`src/rtl/bgpu_reg_arb_pkg.sv`:
```
// Shared configuration, types and bank-mapping helpers for the register-file bank arbiter.
package bgpu_reg_arb_pkg;

  localparam int unsigned NumCollectors   = 2;
  localparam int unsigned OperandsPerInst = 3;
  localparam int unsigned NumBanks        = 4;
  localparam int unsigned NumWarps        = 8;
  localparam int unsigned RegIdxWidth     = 6;
  localparam int unsigned WarpWidth       = 8;
  localparam int unsigned RegWidth        = 4;

  localparam int unsigned NumReq       = NumCollectors * OperandsPerInst;
  localparam int unsigned WidWidth     = (NumWarps > 1) ? $clog2(NumWarps) : 1;
  localparam int unsigned DataWidth    = RegWidth * WarpWidth;
  localparam int unsigned BankSelWidth = $clog2(NumBanks);
  localparam int unsigned AddrWidth    = WidWidth + RegIdxWidth - BankSelWidth;
  localparam int unsigned ReqIdWidth   = (NumReq > 1) ? $clog2(NumReq) : 1;

  typedef logic [WidWidth-1:0]     wid_t;
  typedef logic [RegIdxWidth-1:0]  reg_idx_t;
  typedef logic [DataWidth-1:0]    data_t;
  typedef logic [BankSelWidth-1:0] bank_idx_t;
  typedef logic [AddrWidth-1:0]    bank_addr_t;
  typedef logic [ReqIdWidth-1:0]   req_id_t;

  typedef struct packed {
    logic    valid;
    req_id_t id;
  } grant_t;

  // Skewing by wid spreads the same register of different warps across banks.
  function automatic bank_idx_t bank_of(input wid_t wid, input reg_idx_t reg_idx);
    return bank_idx_t'(wid) + bank_idx_t'(reg_idx);
  endfunction

  function automatic bank_addr_t addr_of(input wid_t wid, input reg_idx_t reg_idx);
    return {wid, reg_idx[RegIdxWidth-1:BankSelWidth]};
  endfunction

endpackage

```
`src/rtl/rr_bank_arbiter.sv`:
```
// Single-bank round-robin arbiter over all read requesters, with its own priority pointer.
module rr_bank_arbiter
  import bgpu_reg_arb_pkg::*;
(
  input  logic              clk_i,
  input  logic              rst_i,
  input  logic [NumReq-1:0] req_i,
  output logic [NumReq-1:0] gnt_o,
  output req_id_t           winner_o,
  output logic              valid_o
);

  req_id_t ptr_q, ptr_d;

  // Two passes: first the requesters at or above the pointer, then the wrapped-around ones.
  always_comb begin
    valid_o  = 1'b0;
    winner_o = '0;
    gnt_o    = '0;
    for (int unsigned j = 0; j < NumReq; j++) begin
      if (!valid_o && req_i[j] && (j >= 32'(ptr_q))) begin
        valid_o  = 1'b1;
        winner_o = req_id_t'(j);
        gnt_o[j] = 1'b1;
      end
    end
    for (int unsigned j = 0; j < NumReq; j++) begin
      if (!valid_o && req_i[j] && (j < 32'(ptr_q))) begin
        valid_o  = 1'b1;
        winner_o = req_id_t'(j);
        gnt_o[j] = 1'b1;
      end
    end
  end

  always_comb begin
    ptr_d = ptr_q;
    if (valid_o) begin
      ptr_d = (winner_o == req_id_t'(NumReq - 1)) ? '0 : winner_o + 1'b1;
    end
  end

  always_ff @(posedge clk_i) begin
    if (rst_i) begin
      ptr_q <= '0;
    end else begin
      ptr_q <= ptr_d;
    end
  end

endmodule

```
`src/rtl/register_bank_arbiter.sv`:
```
// Arbitrates operand-collector reads onto the banked register file and routes data back.
// Optional conflict counter enabled by defining BGPU_REG_BANK_ARB_PERF_EN.
module register_bank_arbiter
  import bgpu_reg_arb_pkg::*;
(
  input  logic                                  clk_i,
  input  logic                                  rst_i,
  input  logic [NumReq-1:0]                     req_valid_i,
  output logic [NumReq-1:0]                     req_ready_o,
  input  logic [NumReq-1:0][WidWidth-1:0]       req_wid_i,
  input  logic [NumReq-1:0][RegIdxWidth-1:0]    req_reg_idx_i,
  output logic [NumReq-1:0]                     rsp_valid_o,
  output logic [NumReq-1:0][DataWidth-1:0]      rsp_data_o,
  output logic [NumBanks-1:0]                   bank_req_valid_o,
  output logic [NumBanks-1:0][AddrWidth-1:0]    bank_addr_o,
  input  logic [NumBanks-1:0][DataWidth-1:0]    bank_rdata_i
`ifdef BGPU_REG_BANK_ARB_PERF_EN
  ,
  output logic [31:0]                           conflict_cnt_o
`endif
);

  bank_idx_t  [NumReq-1:0]               req_bank;
  bank_addr_t [NumReq-1:0]               req_addr;
  logic       [NumBanks-1:0][NumReq-1:0] cand;
  logic       [NumBanks-1:0][NumReq-1:0] bank_gnt;
  req_id_t    [NumBanks-1:0]             bank_winner;
  logic       [NumBanks-1:0]             bank_valid;
  grant_t     [NumBanks-1:0]             grant_q, grant_d;

  // Candidates are masked during reset so no grant or bank read can escape.
  always_comb begin
    cand = '0;
    for (int unsigned r = 0; r < NumReq; r++) begin
      req_bank[r] = bank_of(req_wid_i[r], req_reg_idx_i[r]);
      req_addr[r] = addr_of(req_wid_i[r], req_reg_idx_i[r]);
      for (int unsigned b = 0; b < NumBanks; b++) begin
        cand[b][r] = req_valid_i[r] && !rst_i && (req_bank[r] == bank_idx_t'(b));
      end
    end
  end

  for (genvar b = 0; b < NumBanks; b++) begin : g_bank
    rr_bank_arbiter u_arb (
      .clk_i    (clk_i),
      .rst_i    (rst_i),
      .req_i    (cand[b]),
      .gnt_o    (bank_gnt[b]),
      .winner_o (bank_winner[b]),
      .valid_o  (bank_valid[b])
    );
  end

  always_comb begin
    req_ready_o      = '0;
    bank_req_valid_o = '0;
    bank_addr_o      = '0;
    rsp_valid_o      = '0;
    rsp_data_o       = '0;
    for (int unsigned b = 0; b < NumBanks; b++) begin
      req_ready_o         = req_ready_o | bank_gnt[b];
      bank_req_valid_o[b] = bank_valid[b];
      if (bank_valid[b]) begin
        bank_addr_o[b] = req_addr[bank_winner[b]];
      end
      grant_d[b].valid = bank_valid[b];
      grant_d[b].id    = bank_winner[b];
      // A requester wins at most one bank per cycle, so these writes never overlap.
      if (grant_q[b].valid && !rst_i) begin
        rsp_valid_o[grant_q[b].id] = 1'b1;
        rsp_data_o[grant_q[b].id]  = bank_rdata_i[b];
      end
    end
  end

  always_ff @(posedge clk_i) begin
    if (rst_i) begin
      grant_q <= '0;
    end else begin
      grant_q <= grant_d;
    end
  end

`ifdef BGPU_REG_BANK_ARB_PERF_EN
  logic [31:0]         conflict_cnt_q, conflict_cnt_d;
  logic [ReqIdWidth:0] lose_cnt;
  logic [32:0]         cnt_sum;

  always_comb begin
    lose_cnt = '0;
    for (int unsigned r = 0; r < NumReq; r++) begin
      lose_cnt = lose_cnt + {{ReqIdWidth{1'b0}}, (req_valid_i[r] & ~req_ready_o[r])};
    end
    cnt_sum        = {1'b0, conflict_cnt_q} + {{(32 - ReqIdWidth){1'b0}}, lose_cnt};
    conflict_cnt_d = cnt_sum[32] ? '1 : cnt_sum[31:0];
  end

  always_ff @(posedge clk_i) begin
    if (rst_i) begin
      conflict_cnt_q <= '0;
    end else begin
      conflict_cnt_q <= conflict_cnt_d;
    end
  end

  assign conflict_cnt_o = conflict_cnt_q;
`endif

`ifndef SYNTHESIS
  for (genvar r = 0; r < NumReq; r++) begin : g_req_stable
    a_req_stable : assert property (@(posedge clk_i) disable iff (rst_i)
      (req_valid_i[r] && !req_ready_o[r]) |=>
      (req_valid_i[r] && $stable(req_wid_i[r]) && $stable(req_reg_idx_i[r])));
  end
`endif

endmodule

```
`config.mk`:
```
export PLATFORM = sky130hd
export DESIGN_NAME = register_bank_arbiter
export DESIGN_NICKNAME = d
export VERILOG_FILES = /design/src/rtl/bgpu_reg_arb_pkg.sv /design/src/rtl/rr_bank_arbiter.sv /design/src/rtl/register_bank_arbiter.sv
export SDC_FILE = /design/constraint.sdc
export NUM_CORES = 1
export LEC_CHECK = 0
export CORE_ASPECT_RATIO = 0.6
export CORE_MARGIN = 5
export CORE_UTILIZATION = 35
export DETAILED_ROUTE_END_ITERATION = 12
export PLACE_DENSITY = 0.72
export SETUP_SLACK_MARGIN = 0.3
export SLEW_MARGIN = 30
export SYNTH_ARGS = -nofsm -noshare
export SYNTH_HDL_FRONTEND = slang
export SYNTH_HIERARCHICAL = 1
export SYNTH_SLANG_ARGS = --single-unit
```
`constraint.sdc`:
```
create_clock -name clk_i -period 19.4 [get_ports clk_i]
set_clock_uncertainty 0.2 [all_clocks]
set_input_delay 5.82 -clock clk_i [delete_from_list [all_inputs] [get_ports clk_i]]
set_output_delay 5.82 -clock clk_i [all_outputs]
set_load 0.05 [all_outputs]
```
### Word level (Yosys, flattened, before mapping)

Cells that the tools add are included.

* output and inout port bits: 236
* memories kept: 0
* bits in latches: 0
* ROM bits: 0
* bits in writable memories: 0
* bits of input ports: 190
* logic and storage cells: 471
* register bits after elaboration: 28

* multipliers: 0
* multiplexer cells: 179
* bitwise logic cells: 7
* reductions and logical operators: 181
* shifts and indexed selects: 0
* $add $sub $neg: 10
* div/mod/pow operators: 0
* $lt $le $gt $ge: 60
* equal/unequal tests: 22

Operators by type and width (count)
* 192-bit two-way mux: 4
* 192-bit bitwise mux: 3
* 32-bit demux with 3-bit select: 4
* 192-bit bitwise AND: 1
* 1-bit logical AND: 130
* 32-bit two-way mux: 4
* 3-bit two-way mux: 36
* 1-bit two-way mux: 100
* 7-bit binary-select mux with 3-bit select: 4
* 7-bit two-way mux: 8
* 1-bit logical NOT: 45
* 6-bit bitwise OR: 6
* 3-bit by 4-bit less-than comparator with 1-bit output (second input constant): 8
* 2-bit == test (second input constant): 12
* 1-bit by 3-bit >= comparator with 1-bit output (first input constant): 8
* 2-bit by 3-bit >= comparator with 1-bit output (first input constant): 8
* 3-bit >= comparator (first input constant): 8
* 1-bit by 3-bit less-than comparator with 1-bit output (first input constant): 8
* 2-bit by 3-bit less-than comparator with 1-bit output (first input constant): 8
* 3-bit less-than comparator (first input constant): 8
* 6-bit two-way mux: 4
* 2-bit two-way mux: 8
* 2-bit adder: 6
* 3-bit by 1-bit adder with 3-bit output (second input constant): 4
* other kinds (5): 24

### Depth between registers and ports, before layout

* word-level depth: 52
* gate-level depth with buffers: 17

### Modules after synthesis

The synthesis kept the hierarchy.

Modules (own cells, without submodules)
* register_bank_arbiter: area each 9260.1 µm², instances 1, cells an instance 1466, sequential area each 320.3 µm²
* rr_bank_arbiter: area each 540.5 µm², instances 4, cells an instance 79, sequential area each 60.1 µm²

### Worst setup path before layout

Ideal clock, no wire load.

* path type: input -> output
* start point: in rst_i
* end point: out bank_addr_o[4] in the netlist's numbering
* slack: 3.970 ns
* cell stages on the path: 16
* data required time: 13.380 ns
* buffers on the path: 5
* arrival time: 9.410 ns
* cell sequence: buf_4 > clkbuf_2 > clkbuf_1 > or3b_2 > nor2_1 > nand2b_1 > a21oi_1 > nor4_1 > o311a_1 > nand3b_1 > buf_2 > buf_2 > mux4_2 > inv_1 > o22ai_1 > and2_1

RTL lines
* from (decl): line register_bank_arbiter.sv:7 `input logic rst_i,`
* to (decl): line register_bank_arbiter.sv:15 `output logic [NumBanks-1:0][AddrWidth-1:0] bank_addr_o,`

==> impl_metrics.py <==
metrics = {
    "outcome": {
        "status": "finished clean",
    },
    "yosys": {
        "ys_warn_count": 6,
        "syn_area_um2": 11400,
        "ys.flop_type": "dfxtp_1",
        "ys_seq_area_frac": 0.0491,
        "postSynthRegisterBits": 28,
        "synthesis.nets": 1986,
        "synth_cells": 1782,
        "synth_cell_types": 63,
        "syn_area_per_cell_um2": 6.41,
        "async_flop_share": 0,
        "synth_edf_count": 0,
    },
    "route": {
        "drtPass1Iterations": 8,
        "drcViolationCount": 0,
        "wl_per_cell_um": 28.9,
        "drt_iter0_markers": 3406,
        "drt-total-wl_um": 71300,
        "vias": 17800,
        "ant_nets": 0,
        "via_per_inst": 7.19,
    },
    "clock_tree": {
        "cts_tree": "built",
        "cts_made_buffers": 3,
        "htree_levels": 1,
        "cts_buffer_depth": 2,
        "cts_resized": 0,
        "cts_root_buffer": "clkbuf_16",
        "cts_num_sinks": 28,
        "cts_setup_buffers": 0,
        "hold_buffers": 0,
        "clk_pin_slew_worst_paths_ns": 0.07,
        "clkLatencyLatePin_ns": 0.27,
    },
    "timing": {
        "fmax_mhz": 58.8,
        "period_share": 0.877,
        "finalSetupTns_ns": 0,
        "rsz0062_at_grt": "no",
        "slew_headroom": 0.283,
        "finalSetupViolCount": 0,
        "period_minus_slack_ns": 17.01,
        "final-max-slew-violation-count": 0,
        "tightest_slew_ns": 1.07,
        "hold_viol": 0,
    },
    "placed_design": {
        "hpwl_um": 47700,
        "port_buffers": 425,
        "placed_cell_area_um2": 15700,
        "gp_congestion": 1.01,
    },
    "global_routing": {
        "grt_max_degree": 70,
        "grt_pass1_vias": 16500,
        "antenna_found_initial": 7,
        "grt-ovfl-total": 0,
        "grt_pass1_wl_um": 104000,
        "grt_util_all_layers": 0.356,
    },
    "cells_and_area": {
        "drive_above_1_share": 0.0602,
        "area_growth_pct": 38.6,
        "finalInstanceArea_um2": 15800,
        "final_cell_mix": "424 x clkdlybuf4s50_1, 233 x o21ai_0, 220 x nand2_1",
        "fillCellCount": 3180,
        "final_nets": 2247,
        "final_common_cell": "clkdlybuf4s50_1",
    },
    "floorplan": {
        "die_h_um": 150,
        "core_area_um2": 32300,
        "pin_count": 426,
        "die_area_um2": 36500,
        "die_w_um": 243,
        "rows": 51,
        "start_util": 0.354,
    },
    "job": {
        "cap_violations": 0,
    },
    "setup_path": {
        "critPathCaptureType": "output port",
        "r2r_setup_slack_ns": 15.94,
        "r2r_cells": 9,
        "worstPathRequired_ns": 13.38,
        "timing.rr.start": "g_bank[2].u_arb/ptr_q[1]",
        "crit_arrival_ns": 10.99,
        "crit_start": "req_wid_i[0]",
        "r2r_end": "g_bank[2].u_arb/ptr_q[2]",
        "endpoint": "bank_addr_o[17]",
        "cp_max_fo": 10,
        "worstSetupStartpointType": "input pin",
        "path_class": "input pin to output port",
    },
    "power": {
        "peakVddDrop_uv": 52.2,
        "p_leak_uw": 0.00510,
        "p_per_area_nw_per_um2": 53.1,
    },
    "hold_path": {
        "hp-class": "flip-flop to flip-flop",
    },
}
## sequential cells by signal, summed over array words and instances (netlist names)
name	flops
grant_q	16
g_bank.u_arb/ptr_q	12
## worst max-delay path: stages
cell	delay, ns
clkdlybuf4s50_1	0.53
ha_1	0.37
or3b_2	0.46
nor2_1	0.61
nand2b_1	0.12
a21oi_1	0.25
o31ai_2	0.15
inv_1	0.14
o21ai_0	0.29
nand2b_1	0.52
nand2b_1	0.48
o22ai_1	0.21
and2_1	0.21
clkdlybuf4s50_1	0.83
## synth_stat cells (30+ instances only)
cell type | number | area [µm²]
and2_1 | 37 | 231
o311a_1 | 36 | 360
o21ai_0 | 233 | 1170
nand2_1 | 221 | 830
a21oi_1 | 125 | 626
nand3b_1 | 49 | 368
clkbuf_1 | 130 | 488
o32a_1 | 30 | 300
nor2_1 | 56 | 210
inv_1 | 60 | 225
o21ai_1 | 51 | 255
o2111a_1 | 32 | 360
o22ai_1 | 96 | 601
nand3_1 | 46 | 230
buf_2 | 50 | 250
a211oi_1 | 192 | 1440
## cells by family after synthesis
kind of cell             after synthesis  synth area share
AO/OA/AOI/OAI                        863             0.499
AND/OR/NAND/NOR                      528             0.244
buffers and inverters                275            0.0994
multiplexers                          56            0.0797
flip-flops                            28            0.0491
XOR/XNOR                              18            0.0138
adder cells (fa/ha/maj)               14            0.0153
## per-layer routing
metal	global-route usage	routed length (µm)	up-vias
met5	0	69	-
met4	0.152	3700	10
met3	0.135	11800	384
met2	0.506	28600	1832
met1	0.481	27100	8113
li1	-	-	7411
## report_power, final
group	switching (µW)	total, µW	internal, µW
Clock	22.3	63.5	41.2
Combinational	452	687	235
Sequential	21.8	89.4	67.6
## per-stage QoR
stage               cells  hold WS (ns)  setup slack (ns)  utilization  power (µW)
finish               2468         0.487              2.39        0.490         840
global placement     2462         0.471              2.59        0.486         753
global route         2468         0.524              2.15        0.490         870
CTS                  2466         0.473              2.52        0.490         822
floorplan            1782         0.377              3.97            -         510
detailed placement   2462         0.463              2.55        0.486         755
## layout make-up
| type | instances | area [µm²] | share of cell area |
|---|---|---|---|
| tap | 424 | 531 | 0.0335 |
| multi-input combinational | 1479 | 9810 | 0.620 |
| clock buffer | 3 | 75.1 | 0.00474 |
| clock inverter | 1 | 30.0 | 0.00190 |
| timing repair buffer | 470 | 4590 | 0.290 |
| antenna | 2 | 5.00 | 0.000316 |
| inverter | 61 | 229 | 0.0145 |
| sequential | 28 | 562 | 0.0355 |
## worst min-delay path by stage
stage | start | to | depth (start not counted)
global placement | g_bank[0].u_arb/ptr_q[2] | g_bank[0].u_arb/ptr_q[2] | 2
global route | g_bank[2].u_arb/ptr_q[2] | g_bank[2].u_arb/ptr_q[2] | 2
floorplan | g_bank[0].u_arb/ptr_q[0] | g_bank[0].u_arb/ptr_q[0] | 2
detailed placement | g_bank[0].u_arb/ptr_q[2] | g_bank[0].u_arb/ptr_q[2] | 2
CTS | g_bank[0].u_arb/ptr_q[2] | g_bank[0].u_arb/ptr_q[2] | 2
finish | g_bank[3].u_arb/ptr_q[2] | g_bank[3].u_arb/ptr_q[2] | 2
(Power assumes the default switching activity.)
